[src/rtl/game_flow_ctrl.sv]
// Round sequencer for the fighting game: MENU -> COUNTDOWN -> FIGHT -> GAME_OVER -> MENU.
// Owns the one-second tick, the BCD round timer, the winner decision and the menu re-arm pulse.
module game_flow_ctrl #(
    parameter int SEC_CYCLES  = 25_000_000,
    parameter int COUNTDOWN_S = 3,
    parameter int ROUND_S     = 99,
    parameter int OVER_S      = 5
) (
    input  logic       clk,
    input  logic       reset,
    input  logic       start_game,
    input  logic       sw0_mode_select,
    input  logic       p1_ko,
    input  logic       p2_ko,
    input  logic [6:0] p1_health,
    input  logic [6:0] p2_health,
    output logic [1:0] state,
    output logic [1:0] screen_sel,
    output logic       game_run,
    output logic       round_reset,
    output logic       menu_rearm,
    output logic       mode_2p,
    output logic [3:0] countdown_val,
    output logic [3:0] timer_tens,
    output logic [3:0] timer_ones,
    output logic [1:0] winner
);

    localparam logic [1:0] MENU      = 2'd0;
    localparam logic [1:0] COUNTDOWN = 2'd1;
    localparam logic [1:0] FIGHT     = 2'd2;
    localparam logic [1:0] GAME_OVER = 2'd3;

    localparam int         CW        = (SEC_CYCLES > 1) ? $clog2(SEC_CYCLES) : 1;
    localparam logic [CW-1:0] TICK_LAST = CW'(SEC_CYCLES - 1);
    localparam logic [3:0] ROUND_TENS = 4'(ROUND_S / 10);
    localparam logic [3:0] ROUND_ONES = 4'(ROUND_S % 10);

    logic [CW-1:0] tick_cnt, tick_cnt_n;
    logic [3:0]    over_left, over_left_n;
    logic          tick;

    logic [1:0] state_n, winner_n;
    logic       round_reset_n, menu_rearm_n, mode_2p_n;
    logic [3:0] countdown_n, tens_n, ones_n;
    logic       decided;
    logic [1:0] decided_winner;

    assign tick       = (tick_cnt == TICK_LAST);
    assign screen_sel = state;

    always_comb begin
        state_n        = state;
        winner_n       = winner;
        mode_2p_n      = mode_2p;
        countdown_n    = countdown_val;
        tens_n         = timer_tens;
        ones_n         = timer_ones;
        over_left_n    = over_left;
        round_reset_n  = 1'b0;
        menu_rearm_n   = 1'b0;
        decided        = 1'b0;
        decided_winner = 2'd0;

        case (state)
            MENU: begin
                if (start_game) begin
                    state_n       = COUNTDOWN;
                    mode_2p_n     = sw0_mode_select;
                    countdown_n   = 4'(COUNTDOWN_S);
                    tens_n        = ROUND_TENS;
                    ones_n        = ROUND_ONES;
                    winner_n      = 2'd0;
                    round_reset_n = 1'b1;
                end
            end
            COUNTDOWN: begin
                if (tick) begin
                    if (countdown_val <= 4'd1) begin
                        countdown_n = 4'd0;
                        state_n     = FIGHT;
                    end else begin
                        countdown_n = countdown_val - 4'd1;
                    end
                end
            end
            FIGHT: begin
                // KO outranks the tick: the timer is left untouched on a KO edge.
                if (p1_ko && p2_ko) begin
                    decided        = 1'b1;
                    decided_winner = 2'd3;
                end else if (p1_ko) begin
                    decided        = 1'b1;
                    decided_winner = 2'd2;
                end else if (p2_ko) begin
                    decided        = 1'b1;
                    decided_winner = 2'd1;
                end else if (tick) begin
                    if (timer_tens == 4'd0 && timer_ones <= 4'd1) begin
                        ones_n  = 4'd0;
                        decided = 1'b1;
                        if (p1_health > p2_health)
                            decided_winner = 2'd1;
                        else if (p2_health > p1_health)
                            decided_winner = 2'd2;
                        else
                            decided_winner = 2'd3;
                    end else if (timer_ones == 4'd0) begin
                        ones_n = 4'd9;
                        tens_n = timer_tens - 4'd1;
                    end else begin
                        ones_n = timer_ones - 4'd1;
                    end
                end
                if (decided) begin
                    winner_n    = decided_winner;
                    state_n     = GAME_OVER;
                    over_left_n = 4'(OVER_S);
                end
            end
            default: begin
                if (tick) begin
                    if (over_left <= 4'd1) begin
                        over_left_n  = 4'd0;
                        state_n      = MENU;
                        menu_rearm_n = 1'b1;
                    end else begin
                        over_left_n = over_left - 4'd1;
                    end
                end
            end
        endcase

        // Restarting the count on every transition aligns the first tick to state entry.
        if (state_n != state || tick)
            tick_cnt_n = '0;
        else
            tick_cnt_n = tick_cnt + CW'(1);
    end

    always_ff @(posedge clk) begin
        if (!reset) begin
            state         <= MENU;
            game_run      <= 1'b0;
            round_reset   <= 1'b0;
            menu_rearm    <= 1'b0;
            mode_2p       <= 1'b0;
            countdown_val <= '0;
            timer_tens    <= '0;
            timer_ones    <= '0;
            winner        <= '0;
            tick_cnt      <= '0;
            over_left     <= '0;
        end else begin
            state         <= state_n;
            game_run      <= (state_n == FIGHT);
            round_reset   <= round_reset_n;
            menu_rearm    <= menu_rearm_n;
            mode_2p       <= mode_2p_n;
            countdown_val <= countdown_n;
            timer_tens    <= tens_n;
            timer_ones    <= ones_n;
            winner        <= winner_n;
            tick_cnt      <= tick_cnt_n;
            over_left     <= over_left_n;
        end
    end

endmodule

[config.mk]
export PLATFORM = sky130hd
export DESIGN_NAME = game_flow_ctrl
export DESIGN_NICKNAME = d
export VERILOG_FILES = /design/src/rtl/game_flow_ctrl.sv
export SDC_FILE = /design/constraint.sdc
export NUM_CORES = 1
export LEC_CHECK = 0
export CORE_MARGIN = 1
export CORE_UTILIZATION = 44
export CTS_BUF_LIST = sky130_fd_sc_hd__clkbuf_2 sky130_fd_sc_hd__clkbuf_4 sky130_fd_sc_hd__clkbuf_8
export DETAILED_ROUTE_END_ITERATION = 7
export PLACE_DENSITY = 0.78
export SETUP_SLACK_MARGIN = 0.02
export SYNTH_ARGS = -nofsm -noshare
export SYNTH_HDL_FRONTEND = slang
export SYNTH_SLANG_ARGS = --single-unit
[constraint.sdc]
create_clock -name clk -period 4.3 [get_ports clk]
set_input_delay 0.645 -clock clk [delete_from_list [all_inputs] [get_ports clk]]
set_output_delay 0.645 -clock clk [all_outputs]
set_load 0.05 [all_outputs]
==> flow_summary.json <==
{
  "arrival_ps": 3180,
  "p_leak_nw": 1.24,
  "synth_area_leaders": "dfxtp_1 (32%), ha_1 (7.0%), nor3_1 (4.9%), xnor2_1 (4.9%), nor4_1 (3.5%)",
  "cts_sinks": 49,
  "cts_resized": 0,
  "antenna_found_initial": 0,
  "critPathMaxFanout": 25,
  "fmax_mhz": 335,
  "wirelength_um": 7130,
  "crit_path_end_kind": "flip-flop",
  "synthFlopType": "dfxtp_1",
  "hpwl_um": 5060,
  "multi_input_area_um2": 1870,
  "fillers": 580,
  "postCtsHoldBufs": 0,
  "drive_gt1_frac": 0.0481,
  "die_width_um": 85.3,
  "setup_slack_ps": 1320,
  "yosysUniqueCellTypes": 60,
  "fin_crit_ps": 2980,
  "grtUsageTotal": 0.201,
  "rsz0062_at_grt": "false",
  "slowest_stage": "ha_1",
  "place_congestion": 0.864,
  "num_antenna_cells": 0,
  "ff_latch_area_um2": 981,
  "port_buffers": 41,
  "cts_tree": "built",
  "die_h_um": 85.3,
  "clk_pin_slew_ps": 90,
  "boundaryPins": 42,
  "synth_edf_count": 0,
  "grt_start_max_net_pins": 26,
  "status": "finished clean",
  "firstDrtPassIters": 4,
  "tightestPinTransition_ps": 905,
  "initial_core_util": 0.467,
  "synth.avg_cell_area_um2": 8.33,
  "syn-num-nets": 403,
  "yosys.area.top_type": "dfxtp_1",
  "final_common_cell": "dfxtp_1",
  "worst_clock_skew_ps": 8.41,
  "drv_slew": 0,
  "worstSetupStartpoint": "screen_sel[1]",
  "final_cell_mix": "dfxtp_1 (49), clkdlybuf4s50_1 (41), nor3_1 (30)",
  "ant_nets": 0,
  "drcViolationCount": 0,
  "cp-start-kind": "flip-flop",
  "core-area_um2": 6530,
  "seq_area_frac_synth": 0.322,
  "htreeDepth": 2,
  "syn_area_um2": 3050,
  "ys_warn_count": 0,
  "grt_pass1_vias": 2615,
  "max_stage_delay_ps": 680,
  "cts_root_buf": "clkbuf_8",
  "r2r_start": "screen_sel[1]",
  "syn2layout_area_growth_pct": 17.1,
  "synth-async-reset-ratio": 0,
  "synth_cells": 366,
  "post_cts_buffers": 0,
  "netlist.area_leader.share": 0.322,
  "crit_type": "flip-flop to flip-flop",
  "grt_overflow_total": 0,
  "num_vias": 2877,
  "slew_headroom": 0.397,
  "cap_violations": 0,
  "worstHoldStart": "winner[0]",
  "hold_violations": 0,
  "p_per_area_nw_per_um2": 294,
  "first_iter_violations": 206,
  "crit_chain": "ha_1 > o21ai_0 > and4b_1 > and4_1 > nor4_1",
  "worstHoldPathType": "flip-flop to flip-flop",
  "post_drt_wl_per_cell_um": 15.1,
  "final_nets": 431,
  "setup_tns_ps": 0,
  "placementRows": 29,
  "synth.ff_latch_count": 49,
  "setup_viol": 0,
  "ir_drop_mv": 0.160,
  "grt_first_pass_wirelength_um": 12000,
  "via_per_inst": 6.10,
  "die-area_um2": 7270,
  "clk_latency_ps": 310,
  "clockBufferDepth": 2,
  "crit_required_ps": 4500,
  "post-route-period-util": 0.693,
  "place_ws_ps": 1300,
  "numCtsBuffers": 5
}
final cells by class:
class                      instances  share of cell area
tap                               77              0.0270
clock inverter                     2              0.0105
sequential                        49               0.275
inverter                          23              0.0242
clock buffer                       6              0.0231
multi-input combinational        273               0.524
timing repair buffer              42               0.117
final timing paths:
check	endpoint	slack (ps)	depth (start not counted)
max	tick_cnt[4]	1320	5
min	winner[0]	470	1
max reg2reg	tick_cnt[4]	1320	5
min reg2reg	winner[0]	470	1
registers in the layout (all words and copies together), names as in the netlist:
| signal | flops |
|---|---|
| round_reset | 1 |
| countdown_val | 4 |
| winner | 2 |
| game_run | 1 |
| timer_ones | 4 |
| timer_tens | 4 |
| screen_sel | 2 |
| mode_2p | 1 |
| menu_rearm | 1 |
| tick_cnt | 25 |
| over_left | 4 |
cells in the mapped netlist (all sizes together) (2+ instances only):
master   number
nand4        12
clkbuf        9
o31a          2
or4           5
and2          2
mux2i         4
a2111oi       4
o211ai        2
nand3        16
nor3b         2
a21boi        2
o2111ai       3
a211oi        4
o21a          4
o22ai         4
a31o          2
buf          12
nand4b        3
nor3         30
or3           3
inv          23
xnor2        17
nand2        28
a211o         2
nor2b         6
nand2b        5
o2bb2ai       3
o211a         2
dfxtp        49
a31oi         2
nor2         18
a21oi         6
and4          6
ha           17
xor2          6
and3          5
o21ai        14
nor4         19
through the flow:
step	std cells	cell area (um^2)	total power [mW]	hold WS (ps)	utilization
floorplan	366	3050	0.644	451	-
global placement	464	3450	0.704	446	0.529
detailed placement	464	3450	0.708	458	0.529
CTS	472	3570	1.05	480	0.547
global route	472	3570	1.09	500	0.547
finish	472	3570	1.05	473	0.547
worst max-delay path: cells and delay by family, from the launching register on:
kind | cells | cell delay, ps
AND/OR/NAND/NOR | 3 | 1250
adder cells (fa/ha/maj) | 1 | 680
flip-flops | 1 | 540
AO/OA/AOI/OAI | 1 | 400
cell families (layout without fill, tap and decap cells):
| group | Yosys count | in the layout | synth area share |
|---|---|---|---|
| adders and majority gates | 17 | 17 | 0.0697 |
| AOI/OAI and AO/OA | 66 | 66 | 0.160 |
| xor gates and xnor gates | 23 | 23 | 0.0660 |
| and+or+nand+nor | 163 | 163 | 0.305 |
| buffers and inverters | 44 | 73 | 0.0652 |
| muxes | 4 | 4 | 0.0131 |
| DFF | 49 | 49 | 0.322 |
metal layers:
layer,up-vias,part of all wire,GRT usage
met2,96,0.45,0.331
met3,8,0.061,0.0321
met4,0,0.011,0.0636
li1,1418,-,-
met5,-,0,0
met1,1355,0.48,0.269
where the power goes:
group | switching, mW | internal, mW
combinational | 0.134 | 0.0810
clock | 0.161 | 0.189
sequential | 0.0180 | 0.466
(Power assumes the default switching activity.)
==> RTL edit 1: new RTL, same settings <==
`SEC_CYCLES`: 25_000_000 -> 50_000_000.
--- a/src/rtl/game_flow_ctrl.sv
+++ b/src/rtl/game_flow_ctrl.sv
@@ -1,7 +1,7 @@
 // Round sequencer for the fighting game: MENU -> COUNTDOWN -> FIGHT -> GAME_OVER -> MENU.
 // Owns the one-second tick, the BCD round timer, the winner decision and the menu re-arm pulse.
 module game_flow_ctrl #(
-    parameter int SEC_CYCLES  = 25_000_000,
+    parameter int SEC_CYCLES  = 50_000_000,
     parameter int COUNTDOWN_S = 3,
     parameter int ROUND_S     = 99,
     parameter int OVER_S      = 5
Behaviour: no difference found for any inputs over 10 cycles, from zero or initial values and one cycle with reset low; that may be too few to reach the edited logic, so the function may still have changed.
==> RTL edit 1 against the original RTL <==
Clock skew increased by 0.0063 ns; sequential cell count grew 1; highest routed layer unchanged; design area shrank 5.8%; power fell by 1.7%; routed wire length is 13% lower; via count down 11%; area after synthesis is 7.3% lower; setup slack better by 0.18 ns; worst hold slack about the same; largest power group unchanged.
==> RTL edit 1: results (changes against the original RTL) <==
[status]
outcome=finished clean

[timing]
fin_skew_ns=0.0147  ; +0.00632 ns
hold_ws_ns=0.473  ; +0.0000470 ns
tightest_slew_ns=0.789  ; -0.116 ns

[clock_tree]
clkLatencyLatePin_ns=0.31  ; about the same
numCtsBuffers=5  ; unchanged
post_cts_buffers=0  ; unchanged
cts_resized=0  ; unchanged

[final_layout]
nets=423  ; -1.9%
design.seq.count=50  ; +2.0%
seq_area_sq_um=1000  ; +2.0%
antenna_cells=0  ; unchanged
buf_share_pct=12.2  ; +0.49 points
nNonClkBuffers=41  ; -2.4%
multiInputGateArea_sq_um=1660  ; -11%
clk_share_pct=3.35  ; -0.017 points
largest_register_ffs=26  ; +4.0%
multi_input_cells=265  ; -2.9%
fillers=555  ; -4.3%
drive_above_1_share_pct=4.66  ; -0.15 points

[placed_design]
gp_congestion=0.909  ; +5.1%
dpl.hpwl_microns=4560  ; -9.8%

[global_route]
grt_util_all_layers_pct=20.1  ; +0.054 points
met2_usage_pct=35.7  ; +2.6 points
grt_pass1_wl_microns=10500  ; -12%
use_met3_pct=3.74  ; +0.53 points
grt_max_degree=27  ; +3.8%
gr-usage-met1_pct=23.0  ; -4.0 points

[route]
vias=2547  ; -11%
drtPass1Iterations=6  ; +2
wl_met1_microns=2850  ; -16%
drt_iter0_drc=132  ; -36%
met3_length_microns=321  ; -26%
wl_met2_microns=2890  ; -9.9%
routed_wirelength_microns=6210  ; -13%

[logic_synthesis]
yosysUniqueCellTypes=55  ; -8.3%
synth-compound-area-share_pct=14.6  ; -1.4 points
seq_area_frac_synth_pct=35.4  ; +3.2 points
synth_common_cells=50 x dfxtp_1, 50 x nor2_1, 28 x nand2_1, 22 x inv_1, 20 x nand3_1
synthMuxAreaShare_pct=1.15  ; -0.16 points
synthXorXnorAreaFrac_pct=7.43  ; +0.83 points
synthTopCellsByArea=dfxtp_1 35%, ha_1 7.5%, nor2_1 6.6%
synthAdderAreaFrac_pct=7.52  ; +0.55 points
synth_nets=387  ; -4.0%
yosys_most_used_dff=dfxtp_1

[critical_path]
slowest_delay_ns=0.55  ; -0.13 ns
critPathSlowestCell=dfxtp_1
rrSetupSlack_ns=1.50  ; +0.18 ns
crit_fanout=26  ; +4.0%
critPathArrivalTime_ns=2.97  ; -0.21 ns
cpLargestDelayFamily=compound AO/OA/AOI/OAI gates

[pwr]
leakage_nw=1.17  ; -5.7%
p_seq_mw=0.490  ; +1%
ir_worst_vdd_uv=195  ; +22%
power_frac_comb_pct=19.6  ; -0.9 points
powerDensity_nw_per_um2=307  ; +4.4%
swShare_pct=28.3  ; -1.6 points

RTL edit 1: stage by stage:
step | util [%] | cells | area [sq um] | setup WS (ns)
floorplan | - | 350 | 2830 | 1.66
global placement | 53.7 | 454 | 3250 | 1.55
detailed placement | 53.7 | 454 | 3250 | 1.49
CTS | 55.5 | 461 | 3370 | 1.52
global route | 55.5 | 461 | 3370 | 1.23
finish | 55.5 | 461 | 3370 | 1.50
RTL edit 1: final timing paths:
path,start,to,cells after the start
worst max-delay path,screen_sel[0]$_SDFF_PN0_,tick_cnt[14]$_SDFF_PP0_,8
worst min-delay path,mode_2p$_SDFFE_PN0P_,mode_2p$_SDFFE_PN0P_,2
worst max register to register,screen_sel[0]$_SDFF_PN0_,tick_cnt[14]$_SDFF_PP0_,8
worst min register to register,mode_2p$_SDFFE_PN0P_,mode_2p$_SDFFE_PN0P_,2
==> RTL edit 2: new RTL, same flow settings <==
Without the edit above. The output `game_run` loses its register stage (`game_run` becomes a continuous assignment).
--- a/src/rtl/game_flow_ctrl.sv
+++ b/src/rtl/game_flow_ctrl.sv
@@ -141,7 +141,6 @@
     always_ff @(posedge clk) begin
         if (!reset) begin
             state         <= MENU;
-            game_run      <= 1'b0;
             round_reset   <= 1'b0;
             menu_rearm    <= 1'b0;
             mode_2p       <= 1'b0;
@@ -153,7 +152,6 @@
             over_left     <= '0;
         end else begin
             state         <= state_n;
-            game_run      <= (state_n == FIGHT);
             round_reset   <= round_reset_n;
             menu_rearm    <= menu_rearm_n;
             mode_2p       <= mode_2p_n;
@@ -166,5 +164,7 @@
         end
     end
 
+    assign game_run = (state_n == FIGHT);
+
 endmodule
 
Formal check against the unedited RTL: same outputs for any inputs over 10 cycles, from zero or initial values and one cycle with reset low; that may be too few to reach the edited logic, so the function may still have changed.
==> RTL edit 2 against the original RTL <==
Area after synthesis down 8.8%; design area fell by 6.1%; register-to-register slack improved by 0.14 ns; setup slack worse by 0.81 ns; power is 3.2% higher; fmax decreased by 21%; sequential cell count fell by 1; routed wire length shrank 14%; highest routed layer unchanged.
==> RTL edit 2: results (changes against the original RTL) <==
[route]
via_per_inst=5.60  ; -8.1%
routed_wirelength_microns=6130  ; -14%
met3_length_microns=361  ; -17%
drtPass1Iterations=4  ; unchanged
wl_met2_microns=2960  ; -7.8%
wl_met1_microns=2780  ; -19%
drt_iter0_drc=208  ; +0.97%

[timing]
tightest_slew_ns=0.949  ; +0.0443 ns
fmax_ghz=0.264  ; -21%
fin_skew_ns=0.00922  ; +0.000807 ns
hold_ws_ns=0.448  ; -0.0253 ns

[logic_synthesis]
synthMuxAreaShare_pct=1.08  ; -0.23 points
synth_nets=381  ; -5.5%
synthTopCellsByArea=dfxtp_1 35%, ha_1 8.1%, nor2_1 6.3%
synth-compound-area-share_pct=16.7  ; +0.77 points
synthXorXnorAreaFrac_pct=7.24  ; +0.64 points
synthAdderAreaFrac_pct=8.09  ; +1.1 points
synth_cells=343  ; -6.3%
yosysUniqueCellTypes=49  ; -18%
seq_area_frac_synth_pct=34.5  ; +2.4 points
synth_common_cells=48 x dfxtp_1, 47 x nor2_1, 27 x inv_1, 18 x ha_1, 17 x xnor2_1

[global_route]
gr-usage-met1_pct=23.4  ; -3.5 points
grt_util_all_layers_pct=19.6  ; -0.43 points
met2_usage_pct=34.1  ; +1.0 points
grt_pass1_vias=2412  ; -7.8%
grt_pass1_wl_microns=10300  ; -14%
use_met3_pct=5.22  ; +2.0 points

[pwr]
seqPwrFrac_pct=44.4  ; -1.7 points
leakage_nw=1.19  ; -3.9%
pg_clk_mw=0.324  ; -7.7%
p_sw_mw=0.345  ; +10%
ir_worst_vdd_uv=181  ; +13%
p_clk_share_pct=29.9  ; -3.5 points

[placed_design]
dp_slack_ns=0.813  ; -0.484 ns
place_area_sq_um=3240  ; -6.1%
gp_congestion=0.919  ; +6.3%
dpl.hpwl_microns=4510  ; -11%

[final_layout]
final_core_util_pct=55.7  ; +0.98 points
instances_no_fill=454  ; -3.8%
drive_above_1_share_pct=4.75  ; -0.061 points
top_register=tick_cnt
nets=416  ; -3.5%
fillers=591  ; +1.9%

[critical_path]
endpoint=game_run
critPathSlowestCell=clkdlybuf4s50_1
rr_endpoint=timer_tens[0]$_SDFFE_PN0P_
rrSetupSlack_ns=1.46  ; +0.14 ns
timing.critical_path.from=tick_cnt[0]$_SDFF_PP0_
crit_fanout=7  ; -72%
timing.rr.start=screen_sel[0]$_SDFF_PN0_
slowest_delay_ns=0.82  ; +0.14 ns
critPathArrivalTime_ns=3.15  ; -0.03 ns
reg2reg_depth=7  ; +2

[flow_run]
cap_violations=0  ; unchanged

[clock_tree]
cts_resized=0  ; unchanged
post_cts_buffers=0  ; unchanged

[worst_hold_path]
min-delay-start=tick_cnt[0]$_SDFF_PP0_
holdPathEnd=tick_cnt[0]$_SDFF_PP0_
worstHoldPathCells=1  ; unchanged

[status]
outcome=finished clean

==> RTL edit 2: changes by cell type after synthesis, moves of 5 or more <==
cell      before  now
a21oi_1        6   16
buf_2          8    2
clkbuf_1       8   13
nand2_1       28   15
nor2_1        17   47
nor3_1        30   12
nor4_1        17    9
==> RTL edit 2: area by class of cell <==
type	instances	share of cell area, %
Clock buffer	5	2.05
Clock inverter	3	1.27
Inverter	27	3.02
Multi-Input combinational cell	251	49.1
Sequential cell	48	28.6
Tap cell	75	2.80
Timing Repair Buffer	45	13.1
==> RTL edit 2: cell families (layout without fill, tap and decap cells) <==
logic type | count (synthesis) | in the layout
mux | 3 | 3
simple gates | 140 | 140
buf+inv | 44 | 80
xor+xnor | 23 | 23
fa+ha+maj | 18 | 18
flops | 48 | 48
compound gates | 67 | 67
==> RTL edit 2: worst register-to-register path: cells and delay by family, from the launching register on <==
family | cells | cell delay [ns]
compound gates | 1 | 0.13
fa+ha+maj | 1 | 0.48
buf+inv | 2 | 0.38
flops | 1 | 0.38
simple gates | 3 | 1.36
